<file path="config.mk">
export PLATFORM = sky130hd
export DESIGN_NAME = branch_predictor_flat
export DESIGN_NICKNAME = d
export VERILOG_FILES = /design/src/rtl/branch_predictor_if.sv /design/src/rtl/branch_predictor.sv /design/src/flat_wrapper.sv
export SDC_FILE = /design/constraint.sdc
export NUM_CORES = 2
export LEC_CHECK = 0
export ABC_CLOCK_PERIOD_IN_PS = 8140
export CAP_MARGIN = 5
export CORE_MARGIN = 2
export CORE_UTILIZATION = 39
export CTS_CLUSTER_DIAMETER = 30
export DETAILED_ROUTE_END_ITERATION = 10
export GPL_TIMING_DRIVEN = 0
export SLEW_MARGIN = 20
export SYNTH_ARGS = -nofsm -noshare
export SYNTH_HDL_FRONTEND = slang
export SYNTH_SLANG_ARGS = --single-unit
</file>
<file path="constraint.sdc">
create_clock -name CLK -period 8.14 [get_ports CLK]
set_input_delay 1.628 -clock CLK [delete_from_list [all_inputs] [get_ports CLK]]
set_output_delay 1.628 -clock CLK [all_outputs]
set_load 0.03 [all_outputs]
</file>
<file path="src/rtl/branch_predictor_if.sv">
// Signal bundle between the pipeline and the branch predictor.
// The master side is the pipeline: it presents the fetch PC and the resolved
// branch from MEM. The slave side is the predictor: it returns the
// prediction metadata and the mispredict/redirect decision.
interface branch_predictor_if #(
  parameter int INDEX_W = 4
);
  // Fetch-side lookup
  logic [31:0]        if_pc;
  logic               if_predict;
  logic [INDEX_W-1:0] if_index;
  logic [31:0]        if_target;

  // MEM-side training input
  logic               upd_en;
  logic [INDEX_W-1:0] upd_index;
  logic [31:0]        upd_pc_plus4;
  logic               upd_predict;
  logic [31:0]        upd_pred_target;
  logic               upd_taken;
  logic [31:0]        upd_target;

  // Redirect back to fetch
  logic               mispredict;
  logic [31:0]        redirect_pc;

  modport master (
    output if_pc,
    output upd_en, upd_index, upd_pc_plus4, upd_predict,
    output upd_pred_target, upd_taken, upd_target,
    input  if_predict, if_index, if_target,
    input  mispredict, redirect_pc
  );

  modport slave (
    input  if_pc,
    input  upd_en, upd_index, upd_pc_plus4, upd_predict,
    input  upd_pred_target, upd_taken, upd_target,
    output if_predict, if_index, if_target,
    output mispredict, redirect_pc
  );
endinterface

</file>
<file path="src/rtl/branch_predictor.sv">
// Direct-mapped branch target buffer with 2-bit saturating counters.
//
// Lookup is purely combinational on the fetch PC. Training happens at the
// clock edge from the branch resolved in MEM; a lookup of the entry being
// trained in the same cycle sees the old contents (no bypass).
//
// Optional feature: define BP_PERF_CNT_EN to add the perf_branches and
// perf_mispred event counters. Without it those ports and their logic are
// absent and the predictor behaves identically.
module branch_predictor #(
  parameter int ENTRIES = 16,
  parameter int INDEX_W = 4,
  parameter int TAG_W   = 30 - INDEX_W
) (
  input  logic               CLK,
  input  logic               RST,
  branch_predictor_if.slave  bp
`ifdef BP_PERF_CNT_EN
  ,
  output logic [31:0]        perf_branches,
  output logic [31:0]        perf_mispred
`endif
);

  // Per-entry direction counter: strongly/weakly not-taken, weakly/strongly taken.
  typedef enum logic [1:0] {
    CTR_SNT = 2'b00,
    CTR_WNT = 2'b01,
    CTR_WT  = 2'b10,
    CTR_ST  = 2'b11
  } ctr_e;

  typedef struct packed {
    logic             valid;
    logic [TAG_W-1:0] tag;
    logic [31:0]      target;
    ctr_e             ctr;
  } entry_t;

  entry_t table_q [ENTRIES];

  // ---------------------------------------------------------------------------
  // Lookup
  // ---------------------------------------------------------------------------
  logic [INDEX_W-1:0] lk_index;
  logic [TAG_W-1:0]   lk_tag;
  entry_t             lk_entry;
  logic               lk_hit;

  assign lk_index = bp.if_pc[INDEX_W+1:2];
  assign lk_tag   = bp.if_pc[31:INDEX_W+2];
  assign lk_entry = table_q[lk_index];
  assign lk_hit   = lk_entry.valid && (lk_entry.tag == lk_tag);

  assign bp.if_index   = lk_index;
  assign bp.if_predict = lk_hit & lk_entry.ctr[1];
  assign bp.if_target  = lk_hit ? lk_entry.target : 32'd0;

  // ---------------------------------------------------------------------------
  // Mispredict / redirect
  // ---------------------------------------------------------------------------
  // A taken branch predicted taken is still wrong if it went somewhere else.
  logic dir_wrong;
  logic tgt_wrong;

  assign dir_wrong = bp.upd_taken != bp.upd_predict;
  assign tgt_wrong = bp.upd_taken & bp.upd_predict &
                     (bp.upd_pred_target != bp.upd_target);

  assign bp.mispredict  = bp.upd_en & (dir_wrong | tgt_wrong);
  assign bp.redirect_pc = bp.upd_taken ? bp.upd_target : bp.upd_pc_plus4;

  // ---------------------------------------------------------------------------
  // Training
  // ---------------------------------------------------------------------------
  // The branch's own PC is recovered from pc+4 to form its tag; the index
  // travels with the branch so it is taken as given.
  logic [31:0]      upd_pc;
  logic [TAG_W-1:0] upd_tag;
  entry_t           upd_cur;
  logic             upd_hit;
  ctr_e             ctr_nxt;
  entry_t           upd_next;
  logic             upd_we;

  assign upd_pc  = bp.upd_pc_plus4 - 32'd4;
  assign upd_tag = upd_pc[31:INDEX_W+2];
  assign upd_cur = table_q[bp.upd_index];
  assign upd_hit = upd_cur.valid && (upd_cur.tag == upd_tag);

  // Counter FSM next state: step toward the outcome, saturating at both ends.
  always_comb begin
    // NOTE: every output of a combinational block gets a default first so
    // that no path leaves it unassigned, which would infer a latch.
    ctr_nxt = upd_cur.ctr;
    case (upd_cur.ctr)
      CTR_SNT: ctr_nxt = bp.upd_taken ? CTR_WNT : CTR_SNT;
      CTR_WNT: ctr_nxt = bp.upd_taken ? CTR_WT  : CTR_SNT;
      CTR_WT:  ctr_nxt = bp.upd_taken ? CTR_ST  : CTR_WNT;
      CTR_ST:  ctr_nxt = bp.upd_taken ? CTR_ST  : CTR_WT;
      default: ctr_nxt = CTR_WNT;
    endcase
  end

  // Entry next state: train on a hit, allocate only on a taken miss.
  always_comb begin
    upd_next = upd_cur;
    upd_we   = 1'b0;
    if (bp.upd_en) begin
      if (upd_hit) begin
        upd_we       = 1'b1;
        upd_next.ctr = ctr_nxt;
        if (bp.upd_taken) begin
          upd_next.target = bp.upd_target;
        end
      end else if (bp.upd_taken) begin
        upd_we          = 1'b1;
        upd_next.valid  = 1'b1;
        upd_next.tag    = upd_tag;
        upd_next.target = bp.upd_target;
        upd_next.ctr    = CTR_WT;
      end
    end
  end

  // Table state register: reset empties every entry and wins over training.
  always_ff @(posedge CLK) begin
    if (RST) begin
      // NOTE: the table is built from flops, not a RAM macro, so every entry
      // can and must be cleared here; a RAM could not be reset this way.
      for (int i = 0; i < ENTRIES; i++) begin
        table_q[i] <= '{valid: 1'b0, tag: '0, target: '0, ctr: CTR_WNT};
      end
    end else if (upd_we) begin
      // NOTE: state is written with <= so that every reader in this cycle,
      // including the same-index lookup, sees the pre-edge contents.
      table_q[bp.upd_index] <= upd_next;
    end
  end

`ifdef BP_PERF_CNT_EN
  // Event counters for resolved branches and mispredictions; wrap modulo 2^32.
  always_ff @(posedge CLK) begin
    if (RST) begin
      perf_branches <= '0;
      perf_mispred  <= '0;
    end else begin
      if (bp.upd_en) begin
        perf_branches <= perf_branches + 32'd1;
      end
      if (bp.mispredict) begin
        perf_mispred <= perf_mispred + 32'd1;
      end
    end
  end
`endif

  // Byte-offset and index bits not used by the tag compares.
  logic unused_pc_bits;
  assign unused_pc_bits = &{1'b0, bp.if_pc[1:0], upd_pc[INDEX_W+1:0]};

endmodule

</file>
<file path="src/flat_wrapper.sv">
// flat-port wrapper written by rule: the top's interface ports become plain ports
module branch_predictor_flat 
#(
  parameter int ENTRIES = 16,
  parameter int INDEX_W = 4,
  parameter int TAG_W   = 30 - INDEX_W
)
  (CLK, RST, bp_if_pc, bp_upd_en, bp_upd_index, bp_upd_pc_plus4, bp_upd_predict, bp_upd_pred_target, bp_upd_taken, bp_upd_target, bp_if_predict, bp_if_index, bp_if_target, bp_mispredict, bp_redirect_pc);
  branch_predictor_if #(.INDEX_W(INDEX_W)) bp_i ();
  input  logic CLK;
  input  logic RST;
  input wire logic [$bits(bp_i.if_pc)-1:0] bp_if_pc;
  input wire logic [$bits(bp_i.upd_en)-1:0] bp_upd_en;
  input wire logic [$bits(bp_i.upd_index)-1:0] bp_upd_index;
  input wire logic [$bits(bp_i.upd_pc_plus4)-1:0] bp_upd_pc_plus4;
  input wire logic [$bits(bp_i.upd_predict)-1:0] bp_upd_predict;
  input wire logic [$bits(bp_i.upd_pred_target)-1:0] bp_upd_pred_target;
  input wire logic [$bits(bp_i.upd_taken)-1:0] bp_upd_taken;
  input wire logic [$bits(bp_i.upd_target)-1:0] bp_upd_target;
  output wire logic [$bits(bp_i.if_predict)-1:0] bp_if_predict;
  output wire logic [$bits(bp_i.if_index)-1:0] bp_if_index;
  output wire logic [$bits(bp_i.if_target)-1:0] bp_if_target;
  output wire logic [$bits(bp_i.mispredict)-1:0] bp_mispredict;
  output wire logic [$bits(bp_i.redirect_pc)-1:0] bp_redirect_pc;
  assign bp_i.if_pc = bp_if_pc;
  assign bp_i.upd_en = bp_upd_en;
  assign bp_i.upd_index = bp_upd_index;
  assign bp_i.upd_pc_plus4 = bp_upd_pc_plus4;
  assign bp_i.upd_predict = bp_upd_predict;
  assign bp_i.upd_pred_target = bp_upd_pred_target;
  assign bp_i.upd_taken = bp_upd_taken;
  assign bp_i.upd_target = bp_upd_target;
  assign bp_if_predict = bp_i.if_predict;
  assign bp_if_index = bp_i.if_index;
  assign bp_if_target = bp_i.if_target;
  assign bp_mispredict = bp_i.mispredict;
  assign bp_redirect_pc = bp_i.redirect_pc;
  branch_predictor #(.ENTRIES(ENTRIES), .INDEX_W(INDEX_W), .TAG_W(TAG_W)) u_core (.CLK(CLK), .RST(RST), .bp(bp_i));
endmodule
</file>
==> results.yml <==
run_status:
  status: "finished, violations left"
  failed_checks: "setup timing"
worst_setup_path:
  r2r.worst_path.cells: 14
  largest_stage_delay_on_the_critical_path_ns: 0.99
  path_depth: 16
  crit_end: "u_core.table_q[1][51]"
  path_class: "in2reg"
  cp-startpoint: "bp_upd_pc_plus4[12]"
  critPathMostFrequentCell: "buf_2"
  timing.critical_path.max_delay_family: "simple AND/OR/NAND/NOR gates"
  standard_cell_with_the_maximum_stage_delay_on_the_critical_path: "clkdlybuf4s50_1"
  regToRegStartpoint: "u_core.table_q[10][38]"
  worst-path-max-fanout: 24
  worstPathRequired_ns: 8.58
  critical_path_arrival_ns: 8.68
  timing.critical_path.to_type: "flip-flop"
  r2r_setup_slack_ns: 2.06
  element_type_at_the_critical_path_start: "input port"
  cp.buffers_inverters: 7
  worst_r2r_endpoint: "u_core.table_q[1][51]"
  worstPathCellList: "clkdlybuf4s50_1 -> or4_1 -> buf_2 -> or4_1 -> buf_2 -> o31ai_2 -> a21oi_1 -> nor4_1 -> nand4_1 -> o21ai_1 -> buf_2 -> nand3_1 -> clkbuf_2 -> nand2_4 -> buf_12 -> buf_12"
floorplanning:
  core_region_area_sq_mm: 0.1331
  core.rowCount: 134
  initial_core_util_pct: 39.22
  io-pin-count: 207
  floorplan.die.height_um: 369.9
  dieArea_sq_mm: 0.1368
  horizontal_die_dimension_um: 369.9
cts:
  h-tree-depth: 4
  cts-buffers-inserted: 221
  clkTransAtPathRegs_ns: 0.05
  clk_sink_count: 976
  cts_buffer_depth: 3
  cts-root-buf: "clkbuf_16"
  tritoncts: "done"
  clock_insertion_delay_worst_skew_ns: 0.83
routing:
  wl_per_cell_um: 36.69
  route.vias.total: 37338
  drt_first_pass_iters: 9
  detail-route-antenna-nets: 0
  post-route-drc-count: 0
  wl_mm: 213.8
  violation_count_after_the_first_detailed_route_iteration: 6100
  vias_per_cell: 6.408
timing:
  worst_clock_skew_ns: 0.07414
  grt_setup_unrepaired: "false"
  setup-violations-final: 48
  report.final.hold_viol_count: 0
  final-max-slew-violation-count: 0
  post-route-min-period_ns: 8.239
  final.period_utilization_pct: 101.2
  timing.slew.headroom_pct: 15.19
  tightest_slew_ns: 1.261
  final.setup.worst_slack_ns: -0.09894
  max_freq_mhz: 121.4
synth:
  yosys_register_bits: 976
  synth_flop_cell: "edfxtp_1"
  syn_nets: 3543
  synth_mux_area_share_pct: 27.31
  synth_simple_gate_area_share_pct: 10.44
  syn_area_sq_mm: 0.05221
  adder_cell_share_of_the_synthesized_area_pct: 0.04314
  ys.warnings.count: 0
  synth_top_family_by_area: "multiplexers"
  netlist_top_cells_area: "edfxtp_1, mux4_2, nor2_1"
  synthesized_area_fraction_occupied_by_ao_oa_aoi_and_oai_cells_pct: 1.244
  synth_xor_area_share_pct: 1.553
  share_of_async_settable_or_async_resettable_flops_after_synthesis_pct: 0
  synth_enable_flop_cells: 976
  yosys.area.top_type_share_pct: 56.14
  ys_seq_area_share_pct: 56.14
  syn_avg_cell_area_sq_um: 15.33
  post_synth_num_cell_types: 64
  post_synth_inst_count: 3405
  netlist.top_cell.by_area: "edfxtp_1"
final_layout:
  top_regs: "u_core.table_q (976)"
  final_layout_size_suffix_gt1_share_pct: 35.83
  largest_register_ffs: 976
  finalNetCount: 3998
  areaGrowthSynthToFinish_pct: 24.46
  post_route_design_area_sq_mm: 0.06497
  registers.top_by_ff_count: "u_core.table_q"
placed_design:
  place.port_buffers: 193
  gp_routability_congestion: 0.9202
  placedInstanceArea_sq_mm: 0.05730
  detailedPlacementHpwl_mm: 140.5
grt:
  congestion_overflow_gr: 0
  number_of_global_route_vias_before_repair: 36988
  grtUsageTotal_pct: 31.03
  grt_max_degree: 33
  first_pass_grt_wire_length_mm: 290.4
  number_of_antenna_violations_at_the_first_check_in_global_routing: 9
power:
  power.leakage_nw: 22.34
  finalPower_mw: 16.49
  ir_drop_v: 0.0002463
  power.density_mw_per_mm2: 253.8
flow_run:
  max-cap-violations: 0
worst_hold_path:
  min_path_type: "reg2reg"
[stage by stage]
stage | cells | utilization, % | setup TNS (ns) | hold slack [ns] | setup slack [ns]
floorplan | 3405 | - | 0 | 0.9780 | 1.389
global placement | 5366 | 42.33 | -3531.17 | 1.099 | -4.093
detailed placement | 5400 | 43.05 | -618.96 | 1.120 | -1.924
CTS | 5817 | 48.73 | -0.05751 | 1.099 | -0.03942
global route | 5820 | 48.79 | 0 | 1.163 | 0.009794
finish | 5827 | 48.81 | -2.016 | 1.136 | -0.09894
[report_power, final]
group          internal (mW)  leakage [nW]  switching (mW)  total, mW
combinational          0.726          8.74            1.13       1.86
clock                   5.77          3.54            3.03       8.80
sequential              5.73          10.1          0.0953       5.83
[synthesized netlist by cell type, types with 8 or more instances]
cell and n:
edfxtp_1 976, nor2_1 772, mux4_2 576, nor2_2 194
clkbuf_1 160, buf_2 78, nand2_1 69, xnor2_1 66
mux2i_1 58, buf_1 48, nor2b_1 42, mux2_2 38
a22oi_1 31, nand3_1 28, buf_6 26, xor2_1 24
nand4_1 23, inv_1 20, mux2i_2 20, buf_4 18
nor4_1 14, a21oi_1 11, nand2b_1 11, nor3_1 9
o21ai_0 8
[worst min path at each step]
stage	end	slack, ns	start	depth (start not counted)
global route	u_core.table_q[1][56]	1.16	u_core.table_q[12][56]	5
detailed placement	u_core.table_q[1][56]	1.12	u_core.table_q[0][56]	5
CTS	u_core.table_q[0][56]	1.10	u_core.table_q[15][56]	5
finish	u_core.table_q[1][56]	1.14	u_core.table_q[15][56]	5
floorplan	u_core.table_q[12][54]	0.98	u_core.table_q[2][54]	5
global placement	u_core.table_q[15][56]	1.10	u_core.table_q[4][56]	5
[cell families after synthesis]
logic type | Yosys count
AO/OA/AOI/OAI | 86
flip-flops | 976
AND/OR/NAND/NOR | 1205
adder cells (fa/ha/maj) | 2
XOR/XNOR | 91
multiplexers | 692
buffers and inverters | 353
[layer usage]
layer	track usage, %	part of all wire (%)	up-vias
li1	-	-	14239
met2	47.79	46	3215
met5	0	0.13	-
met4	14.89	5.1	18
met3	11.33	14	679
met1	38.87	35	19187
[final cells by class]
type                    instances  area, sq um
well taps                    1768         2212
flip-flops and latches        976        29310
clock inverters               160         1797
repair buffers                232         2743
inverters                      21        78.83
multi-input cells            2076        21380
diodes                          7        17.52
plain buffers                 332         1774
clock buffers                 255         5658
fillers                     11309        68150
[layout by cell type, fill, tap and decap left out, types with 12 or more instances in the layout]
cell,synthesis,layout
buf_6,26,27
edfxtp_1,976,976
buf_12,0,20
clkinv_1,1,38
nand2_4,0,16
nor2b_1,42,37
clkinvlp_4,0,29
xnor2_1,66,63
clkinv_4,0,16
clkbuf_2,0,42
inv_1,20,20
nor2_1,772,771
clkinv_2,0,35
mux4_2,576,576
buf_2,78,101
buf_16,0,13
bufinv_16,0,25
nand3_1,28,28
nor2_2,194,194
a22oi_1,31,31
xor2_1,24,24
nand2_1,69,53
clkdlybuf4s50_1,0,193
nor4_1,14,12
buf_4,18,32
mux2_2,38,38
clkbuf_16,0,221
mux2i_2,20,20
nand4_1,23,23
clkbuf_1,160,156
mux2i_1,58,58
[worst min-delay path, cell delays in order, from the launching register on]
cell and delay [ns]:
edfxtp_1 0.34, mux4_2 0.24, a22oi_1 0.11, nand2_1 0.09, mux2i_2 0.16, nor2_1 0.12
[what timing repair did]
item                                    CTS  global route
pin swaps                                 1             1
endpoints found under the setup margin  158           172
buffers inserted                          2             3
gates resized for setup                  38            28
hold buffers                              0             0
(Power assumes the default switching activity.)
